<file path="config.mk">
export PLATFORM = sky130hd
export DESIGN_NAME = multicycle_controller_flat
export DESIGN_NICKNAME = d
export VERILOG_FILES = /design/src/rtl/riscv_pkg.sv /design/src/rtl/multicycle_controller_if.sv /design/src/rtl/alu_decoder.sv /design/src/rtl/multicycle_controller.sv /design/src/flat_wrapper.sv
export SDC_FILE = /design/constraint.sdc
export NUM_CORES = 1
export LEC_CHECK = 0
export CAP_MARGIN = 20
export CORE_UTILIZATION = 30
export CTS_CLUSTER_SIZE = 14
export DETAILED_ROUTE_END_ITERATION = 8
export GPL_TIMING_DRIVEN = 0
export PLACE_DENSITY = 0.57
export RECOVER_POWER = 100
export SLEW_MARGIN = 20
export SYNTH_ARGS = -nofsm -noshare
export SYNTH_HDL_FRONTEND = slang
export SYNTH_HIERARCHICAL = 1
export SYNTH_SLANG_ARGS = --single-unit
</file>
<file path="constraint.sdc">
create_clock -name clk -period 1.9 [get_ports clk]
set_clock_uncertainty 0.1 [all_clocks]
set_input_delay 0.19 -clock clk [delete_from_list [all_inputs] [get_ports clk]]
set_output_delay 0.19 -clock clk [all_outputs]
set_load 0.01 [all_outputs]
</file>
<file path="src/rtl/riscv_pkg.sv">
// Shared encodings for the multi-cycle RV32I control path:
// opcodes, datapath mux selects, ALU ops and FSM states.
package riscv_pkg;

  localparam logic [6:0] OP_LW   = 7'b0000011;
  localparam logic [6:0] OP_SW   = 7'b0100011;
  localparam logic [6:0] OP_RT   = 7'b0110011;
  localparam logic [6:0] OP_BT   = 7'b1100011;
  localparam logic [6:0] OP_IT   = 7'b0010011;
  localparam logic [6:0] OP_JAL  = 7'b1101111;
  localparam logic [6:0] OP_JALR = 7'b1100111;
  localparam logic [6:0] OP_LUI  = 7'b0110111;

  localparam logic [2:0] ALU_ADD = 3'b000;
  localparam logic [2:0] ALU_SUB = 3'b001;
  localparam logic [2:0] ALU_AND = 3'b010;
  localparam logic [2:0] ALU_OR  = 3'b011;
  localparam logic [2:0] ALU_PB  = 3'b100;
  localparam logic [2:0] ALU_SLT = 3'b101;
  localparam logic [2:0] ALU_XOR = 3'b111;

  localparam logic [2:0] IMM_I = 3'b000;
  localparam logic [2:0] IMM_S = 3'b001;
  localparam logic [2:0] IMM_B = 3'b010;
  localparam logic [2:0] IMM_J = 3'b011;
  localparam logic [2:0] IMM_U = 3'b100;

  localparam logic [1:0] RES_ALUOUT = 2'b00;
  localparam logic [1:0] RES_DATA   = 2'b01;
  localparam logic [1:0] RES_ALU    = 2'b10;

  localparam logic [1:0] SRCA_PC    = 2'b00;
  localparam logic [1:0] SRCA_OLDPC = 2'b01;
  localparam logic [1:0] SRCA_RS1   = 2'b10;

  localparam logic [1:0] SRCB_RS2  = 2'b00;
  localparam logic [1:0] SRCB_IMM  = 2'b01;
  localparam logic [1:0] SRCB_FOUR = 2'b10;

  // aluOp as seen by alu_decoder
  localparam logic [1:0] AOP_ADD  = 2'b00;
  localparam logic [1:0] AOP_SUB  = 2'b01;
  localparam logic [1:0] AOP_FUNC = 2'b10;
  localparam logic [1:0] AOP_PB   = 2'b11;

  typedef enum logic [3:0] {
    S_FETCH,
    S_DECODE,
    S_MEMADR,
    S_MEMREAD,
    S_MEMWB,
    S_MEMWRITE,
    S_EXECR,
    S_EXECI,
    S_ALUWB,
    S_BRANCH,
    S_JAL,
    S_JALR1,
    S_JALR2,
    S_LUI,
    S_HALT
  } state_t;

  typedef struct packed {
    logic       pc_update;
    logic       branch;
    logic       adr_src;
    logic       mem_write;
    logic       ir_write;
    logic [1:0] result_src;
    logic [1:0] src_a;
    logic [1:0] src_b;
    logic [1:0] alu_op;
    logic       reg_write;
    logic       done;
  } ctrl_t;

  function automatic ctrl_t ctrl_of(input state_t s);
    ctrl_t c;
    c = '0;
    case (s)
      S_FETCH: begin
        c.ir_write   = 1'b1;
        c.src_b      = SRCB_FOUR;
        c.result_src = RES_ALU;
        c.pc_update  = 1'b1;
      end
      S_DECODE: begin
        c.src_a = SRCA_OLDPC;
        c.src_b = SRCB_IMM;
      end
      S_MEMADR: begin
        c.src_a = SRCA_RS1;
        c.src_b = SRCB_IMM;
      end
      S_MEMREAD: c.adr_src = 1'b1;
      S_MEMWB: begin
        c.result_src = RES_DATA;
        c.reg_write  = 1'b1;
      end
      S_MEMWRITE: begin
        c.adr_src   = 1'b1;
        c.mem_write = 1'b1;
      end
      S_EXECR: begin
        c.src_a  = SRCA_RS1;
        c.alu_op = AOP_FUNC;
      end
      S_EXECI: begin
        c.src_a  = SRCA_RS1;
        c.src_b  = SRCB_IMM;
        c.alu_op = AOP_FUNC;
      end
      S_ALUWB: c.reg_write = 1'b1;
      S_BRANCH: begin
        c.src_a  = SRCA_RS1;
        c.alu_op = AOP_SUB;
        c.branch = 1'b1;
      end
      S_JAL, S_JALR2: begin
        c.src_a     = SRCA_OLDPC;
        c.src_b     = SRCB_FOUR;
        c.pc_update = 1'b1;
      end
      S_JALR1: begin
        c.src_a = SRCA_RS1;
        c.src_b = SRCB_IMM;
      end
      S_LUI: begin
        c.src_b  = SRCB_IMM;
        c.alu_op = AOP_PB;
      end
      S_HALT: c.done = 1'b1;
      default: c = '0;
    endcase
    return c;
  endfunction

  function automatic logic [2:0] imm_of(input logic [6:0] op);
    logic [2:0] r;
    r = IMM_I;
    unique case (1'b1)
      (op == OP_SW):  r = IMM_S;
      (op == OP_BT):  r = IMM_B;
      (op == OP_JAL): r = IMM_J;
      (op == OP_LUI): r = IMM_U;
      default:        r = IMM_I;
    endcase
    return r;
  endfunction

endpackage

</file>
<file path="src/rtl/multicycle_controller_if.sv">
// Control bundle between the sequencing FSM and the
// multi-cycle datapath.
interface multicycle_controller_if;

  logic [6:0] op;
  logic [2:0] func3;
  logic [6:0] func7;
  logic       zero;
  logic       lt;

  logic       pcWrite;
  logic       adrSrc;
  logic       memWrite;
  logic       irWrite;
  logic [1:0] resultSrc;
  logic [1:0] aluSrcA;
  logic [1:0] aluSrcB;
  logic [2:0] aluControl;
  logic [2:0] immSrc;
  logic       regWrite;
  logic       done;

  modport master (
    input  op, func3, func7, zero, lt,
    output pcWrite, adrSrc, memWrite, irWrite,
    output resultSrc, aluSrcA, aluSrcB,
    output aluControl, immSrc, regWrite, done
  );

  modport slave (
    output op, func3, func7, zero, lt,
    input  pcWrite, adrSrc, memWrite, irWrite,
    input  resultSrc, aluSrcA, aluSrcB,
    input  aluControl, immSrc, regWrite, done
  );

endinterface

</file>
<file path="src/rtl/alu_decoder.sv">
// ALU control decoder carried over from the single-cycle
// core so the existing ALU encoding stays unchanged.
module alu_decoder
  import riscv_pkg::*;
(
  input  logic [1:0] aluOp,
  input  logic [6:0] op,
  input  logic [2:0] func3,
  input  logic [6:0] func7,
  output logic [2:0] aluControl
);

  logic rsub;

  // funct7 of an I-type is immediate bits, so only R-type may subtract
  assign rsub = (op == OP_RT) && (func7 == 7'b0100000);

  always_comb begin
    aluControl = ALU_ADD;
    case (aluOp)
      AOP_ADD: aluControl = ALU_ADD;
      AOP_SUB: aluControl = ALU_SUB;
      AOP_PB:  aluControl = ALU_PB;
      AOP_FUNC: begin
        case (func3)
          3'b000:  aluControl = rsub ? ALU_SUB : ALU_ADD;
          3'b111:  aluControl = ALU_AND;
          3'b110:  aluControl = ALU_OR;
          3'b100:  aluControl = ALU_XOR;
          3'b010:  aluControl = ALU_SLT;
          default: aluControl = ALU_ADD;
        endcase
      end
      default: aluControl = ALU_ADD;
    endcase
  end

endmodule

</file>
<file path="src/rtl/multicycle_controller.sv">
// Multi-cycle RV32I sequencing FSM: state and control
// outputs registered together, branch outcome resolved live.
module multicycle_controller
  import riscv_pkg::*;
(
  input logic                    clk,
  input logic                    rst_n,
  multicycle_controller_if.master bus
);

  state_t     state;
  state_t     nxt;
  ctrl_t      ctrl;
  logic       taken;
  logic [2:0] alu_ctl;

  always_comb begin
    nxt = state;
    case (state)
      S_FETCH: nxt = S_DECODE;
      S_DECODE: begin
        unique case (1'b1)
          (bus.op == OP_LW),
          (bus.op == OP_SW):   nxt = S_MEMADR;
          (bus.op == OP_RT):   nxt = S_EXECR;
          (bus.op == OP_IT):   nxt = S_EXECI;
          (bus.op == OP_BT):   nxt = S_BRANCH;
          (bus.op == OP_JAL):  nxt = S_JAL;
          (bus.op == OP_JALR): nxt = S_JALR1;
          (bus.op == OP_LUI):  nxt = S_LUI;
          default:             nxt = S_HALT;
        endcase
      end
      S_MEMADR:
        nxt = (bus.op == OP_LW) ? S_MEMREAD : S_MEMWRITE;
      S_MEMREAD:  nxt = S_MEMWB;
      S_MEMWB:    nxt = S_FETCH;
      S_MEMWRITE: nxt = S_FETCH;
      S_EXECR:    nxt = S_ALUWB;
      S_EXECI:    nxt = S_ALUWB;
      S_ALUWB:    nxt = S_FETCH;
      S_BRANCH:   nxt = S_FETCH;
      S_JAL:      nxt = S_ALUWB;
      S_JALR1:    nxt = S_JALR2;
      S_JALR2:    nxt = S_ALUWB;
      S_LUI:      nxt = S_ALUWB;
      S_HALT:     nxt = S_HALT;
      default:    nxt = S_HALT;
    endcase
  end

  // outputs are registered from the next state, so they stay Moore
  always_ff @(posedge clk or negedge rst_n) begin
    if (!rst_n) begin
      state <= S_FETCH;
      ctrl  <= ctrl_of(S_FETCH);
    end else begin
      state <= nxt;
      ctrl  <= ctrl_of(nxt);
    end
  end

  always_comb begin
    taken = 1'b0;
    case (bus.func3)
      3'b000:  taken = bus.zero;
      3'b001:  taken = ~bus.zero;
      3'b100:  taken = bus.lt;
      3'b101:  taken = ~bus.lt;
      default: taken = 1'b0;
    endcase
  end

  alu_decoder u_alu_dec (
    .aluOp      (ctrl.alu_op),
    .op         (bus.op),
    .func3      (bus.func3),
    .func7      (bus.func7),
    .aluControl (alu_ctl)
  );

  assign bus.pcWrite    = ctrl.pc_update
                        | (ctrl.branch & taken);
  assign bus.adrSrc     = ctrl.adr_src;
  assign bus.memWrite   = ctrl.mem_write;
  assign bus.irWrite    = ctrl.ir_write;
  assign bus.resultSrc  = ctrl.result_src;
  assign bus.aluSrcA    = ctrl.src_a;
  assign bus.aluSrcB    = ctrl.src_b;
  assign bus.aluControl = alu_ctl;
  assign bus.immSrc     = imm_of(bus.op);
  assign bus.regWrite   = ctrl.reg_write;
  assign bus.done       = ctrl.done;

endmodule

</file>
<file path="src/flat_wrapper.sv">
// flat-port wrapper written by rule: the top's interface ports become plain ports
module multicycle_controller_flat import riscv_pkg::*;
  (clk, rst_n, bus_op, bus_func3, bus_func7, bus_zero, bus_lt, bus_pcWrite, bus_adrSrc, bus_memWrite, bus_irWrite, bus_resultSrc, bus_aluSrcA, bus_aluSrcB, bus_aluControl, bus_immSrc, bus_regWrite, bus_done);
  multicycle_controller_if bus_i ();
  input logic clk;
  input logic rst_n;
  input wire logic [$bits(bus_i.op)-1:0] bus_op;
  input wire logic [$bits(bus_i.func3)-1:0] bus_func3;
  input wire logic [$bits(bus_i.func7)-1:0] bus_func7;
  input wire logic [$bits(bus_i.zero)-1:0] bus_zero;
  input wire logic [$bits(bus_i.lt)-1:0] bus_lt;
  output wire logic [$bits(bus_i.pcWrite)-1:0] bus_pcWrite;
  output wire logic [$bits(bus_i.adrSrc)-1:0] bus_adrSrc;
  output wire logic [$bits(bus_i.memWrite)-1:0] bus_memWrite;
  output wire logic [$bits(bus_i.irWrite)-1:0] bus_irWrite;
  output wire logic [$bits(bus_i.resultSrc)-1:0] bus_resultSrc;
  output wire logic [$bits(bus_i.aluSrcA)-1:0] bus_aluSrcA;
  output wire logic [$bits(bus_i.aluSrcB)-1:0] bus_aluSrcB;
  output wire logic [$bits(bus_i.aluControl)-1:0] bus_aluControl;
  output wire logic [$bits(bus_i.immSrc)-1:0] bus_immSrc;
  output wire logic [$bits(bus_i.regWrite)-1:0] bus_regWrite;
  output wire logic [$bits(bus_i.done)-1:0] bus_done;
  assign bus_i.op = bus_op;
  assign bus_i.func3 = bus_func3;
  assign bus_i.func7 = bus_func7;
  assign bus_i.zero = bus_zero;
  assign bus_i.lt = bus_lt;
  assign bus_pcWrite = bus_i.pcWrite;
  assign bus_adrSrc = bus_i.adrSrc;
  assign bus_memWrite = bus_i.memWrite;
  assign bus_irWrite = bus_i.irWrite;
  assign bus_resultSrc = bus_i.resultSrc;
  assign bus_aluSrcA = bus_i.aluSrcA;
  assign bus_aluSrcB = bus_i.aluSrcB;
  assign bus_aluControl = bus_i.aluControl;
  assign bus_immSrc = bus_i.immSrc;
  assign bus_regWrite = bus_i.regWrite;
  assign bus_done = bus_i.done;
  multicycle_controller u_core (.clk(clk), .rst_n(rst_n), .bus(bus_i));
endmodule
</file>
==> impl_metrics.json <==
{
  "status": "complete, but fails checks",
  "violations": "setup timing",
  "critPathKind": "flop to flop",
  "busiest_layer": "met2",
  "postSynthCellCount": 120,
  "power_density_mw_per_mm2": 1295,
  "cap_violations": 0,
  "insertion_delay_ns": 0.26,
  "startpoint_type": "flop",
  "critical_path.top_delay_family": "simple AND/OR/NAND/NOR gates",
  "antenna_found_initial": 0,
  "slew_headroom": 0.4490,
  "syn_area_per_cell_um2": 9.707,
  "totalPowerFinal_mw": 2.393,
  "grt_first_pass_wirelength_um": 4809,
  "postLayoutSetupSlackWorst_ns": -0.1519,
  "grtUsageTotal": 0.1478,
  "grt-ovfl-total": 0,
  "clkTransAtPathRegs_ns": 0.07,
  "tritoncts": "built",
  "critPathMaxFanout": 5,
  "core_mm2": 0.003689,
  "ys_types": 46,
  "cp_slowest_stage_delay_ns": 0.56,
  "setup_violations": 6,
  "synth.net_count": 141,
  "viasPerCell": 5.063,
  "fmax_mhz": 487.4,
  "crit_buf_inv": 2,
  "synth-main-ff-cell": "dfrtp_1",
  "die_h_um": 64.31,
  "synthTopCellsByCount": "15 x dfrtp_1, 7 x buf_4, 7 x nand2_1, 7 x nor2_1, 6 x inv_1",
  "num_io_pins": 39,
  "htree_levels": 1,
  "die_w_um": 64.31,
  "n_antenna_cell": 0,
  "worstHoldPathType": "input pin to flop",
  "netlist_area_mm2": 0.001165,
  "met3_usage": 0.01429,
  "endpoint_kind": "flop",
  "cp.arrival_ns": 2.10,
  "fin_nets": 195,
  "crit_required_ns": 1.95,
  "grt_util_met1": 0.1797,
  "ys_seq_elements": 19,
  "ys_warn_count": 6,
  "row_count": 22,
  "synth.largest_area_cell": "dfrtp_1",
  "vias": 1119,
  "finalCritPeriodShare": 1.080,
  "synth_edf_count": 0,
  "clock-sinks": 19,
  "ant_nets": 0,
  "finalCriticalPeriod_ns": 2.052,
  "floorplan.initialDensity": 0.3158,
  "gp_congestion": 0.7830,
  "rsz0062_at_grt": "yes",
  "drive_above_1_share": 0.3179,
  "grt_max_degree": 20,
  "hpwl_um": 1969,
  "crit_chain": "or4b_4, buf_6, a41oi_2, a211o_1, buf_6, o32a_1, nand2b_1",
  "drt_first_pass_iters": 4,
  "clk_path_buf_depth": 2,
  "finalHoldViolations": 0,
  "clockRootBuffer": "clkbuf_8",
  "critPathSlowestCell": "or4b_4",
  "yosysMostFrequentCell": "dfrtp_1",
  "syn_to_final_growth_pct": 58.65,
  "cp_common_cell": "buf_6",
  "yosysSeqAreaShare": 0.4125,
  "max_slew.worst_pin.slew_ns": 0.8238,
  "drt_iter0_drc": 30,
  "synth.top_cell.area_share": 0.3222,
  "peakVddDrop_mv": 0.6922,
  "met2_usage": 0.2658,
  "wirelength_um": 2929,
  "drt-wirelength-per-cell_um": 13.25,
  "drcViolationCount": 0,
  "grt_pass1_vias": 1078,
  "final_util": 0.5010,
  "drv_slew": 0,
  "synth_top_cells_by_area": "dfrtp_1 32%, dfstp_2 9.0%, buf_4 4.5%",
  "cts_hold_buffers": 0,
  "port-buffer-count": 38,
  "numCtsBuffers": 3,
  "async_flop_share": 1.000,
  "power_leakage_nw": 0.8062,
  "die_area_mm2": 0.004136
}
## metrics by stage
| stage | setup TNS, ns | area, µm² | instances | hold slack [ns] | setup WS [ns] |
|---|---|---|---|---|---|
| 2_1_floorplan | -0.2784 | 1174 | 120 | -0.2056 | -0.09755 |
| 3_5_place_dp | -5.799 | 1614 | 206 | 0.4549 | -0.6633 |
| 4_1_cts | -1.344 | 1809 | 219 | 0.3320 | -0.2268 |
| 3_3_place_gp | -5.442 | 1614 | 206 | 0.4556 | -0.6018 |
| 6_report | -0.6191 | 1848 | 221 | 0.1947 | -0.1519 |
| 5_1_grt | -0.9762 | 1848 | 221 | 0.2173 | -0.2132 |
## report_power, final
| group | switching [mW] | total (mW) | internal, mW |
|---|---|---|---|
| combinational | 0.680 | 1.46 | 0.776 |
| sequential | 0.0814 | 0.657 | 0.575 |
| clock | 0.131 | 0.280 | 0.149 |
| total | 0.893 | 2.39 | 1.50 |
## flip-flops by register name, indices dropped and copies added (netlist names)
name                  count
u_core/bus.adrSrc         1
u_core/bus.resultSrc      2
u_core/bus.memWrite       1
u_core/bus.aluSrcA        2
u_core/state              4
u_core/bus.irWrite        1
u_core/ctrl               4
u_core/bus.done           1
u_core/bus.regWrite       1
u_core/bus.aluSrcB        2
## path summary, 6_finish.rpt
| check | start | slack, ns | to | cells after the start |
|---|---|---|---|---|
| worst min-delay path | bus_op[3] | 0.19 | u_core/ctrl[3] | 2 |
| min in group asynchronous | rst_n | 0.37 | u_core/bus.adrSrc | 1 |
| worst min register to register | u_core/state[1] | 0.52 | u_core/bus.regWrite | 2 |
| worst max register to register | u_core/state[2] | -0.15 | u_core/bus.aluSrcA[0] | 7 |
| max in group asynchronous | rst_n | 0.82 | u_core/bus.done | 1 |
| worst max-delay path | u_core/state[2] | -0.15 | u_core/bus.aluSrcA[0] | 7 |
## kinds of logic (layout without fill, tap and decap cells)
group,after synthesis,count (layout),share of synthesized area
DFF,19,19,0.4125
buffers and inverters,18,71,0.09344
and+or+nand+nor,53,53,0.2954
xor gates and xnor gates,4,4,0.03008
AOI/OAI and AO/OA,24,24,0.1515
muxes,2,2,0.01719
## area by class of cell
| cell class | instances | area (µm²) |
|---|---|---|
| Fill cell | 349 | 1841 |
| Sequential cell | 19 | 480.5 |
| Tap cell | 48 | 60.06 |
| Multi-Input combinational cell | 83 | 693.2 |
| Timing Repair Buffer | 50 | 465.4 |
| Inverter | 7 | 26.28 |
| Buffer | 10 | 77.57 |
| Clock buffer | 4 | 45.04 |
## per-layer routing
layer	vias up	wire, µm
li1	535	-
met1	553	1214
met2	29	1546
met3	2	127
met4	0	40
met5	-	0
## worst reg2reg max path, delay by kind of cell, from the launching register on
kind	cells	cell delay (ns)
simple gates	2	0.63
flops	1	0.44
buf+inv	2	0.28
compound gates	3	0.49
## placed cells by master, fill, tap and decap left out, types with 5 or more instances in the layout
cell type,instances
clkdlybuf4s50_1,24
dfrtp_1,15
buf_4,12
dlygate4sd2_1,8
buf_6,8
nand2_1,7
nor2_1,7
inv_1,6
clkbuf_2,5
nand2b_1,5
## repair_timing
action / CTS / global route
pin swaps: 9 / 9
gates cloned: 1 / 0
resized for setup: 32 / 22
endpoints found under the setup margin: 14 / 11
buffers inserted: 8 / 4
Power figures use the tool's default switching activity.
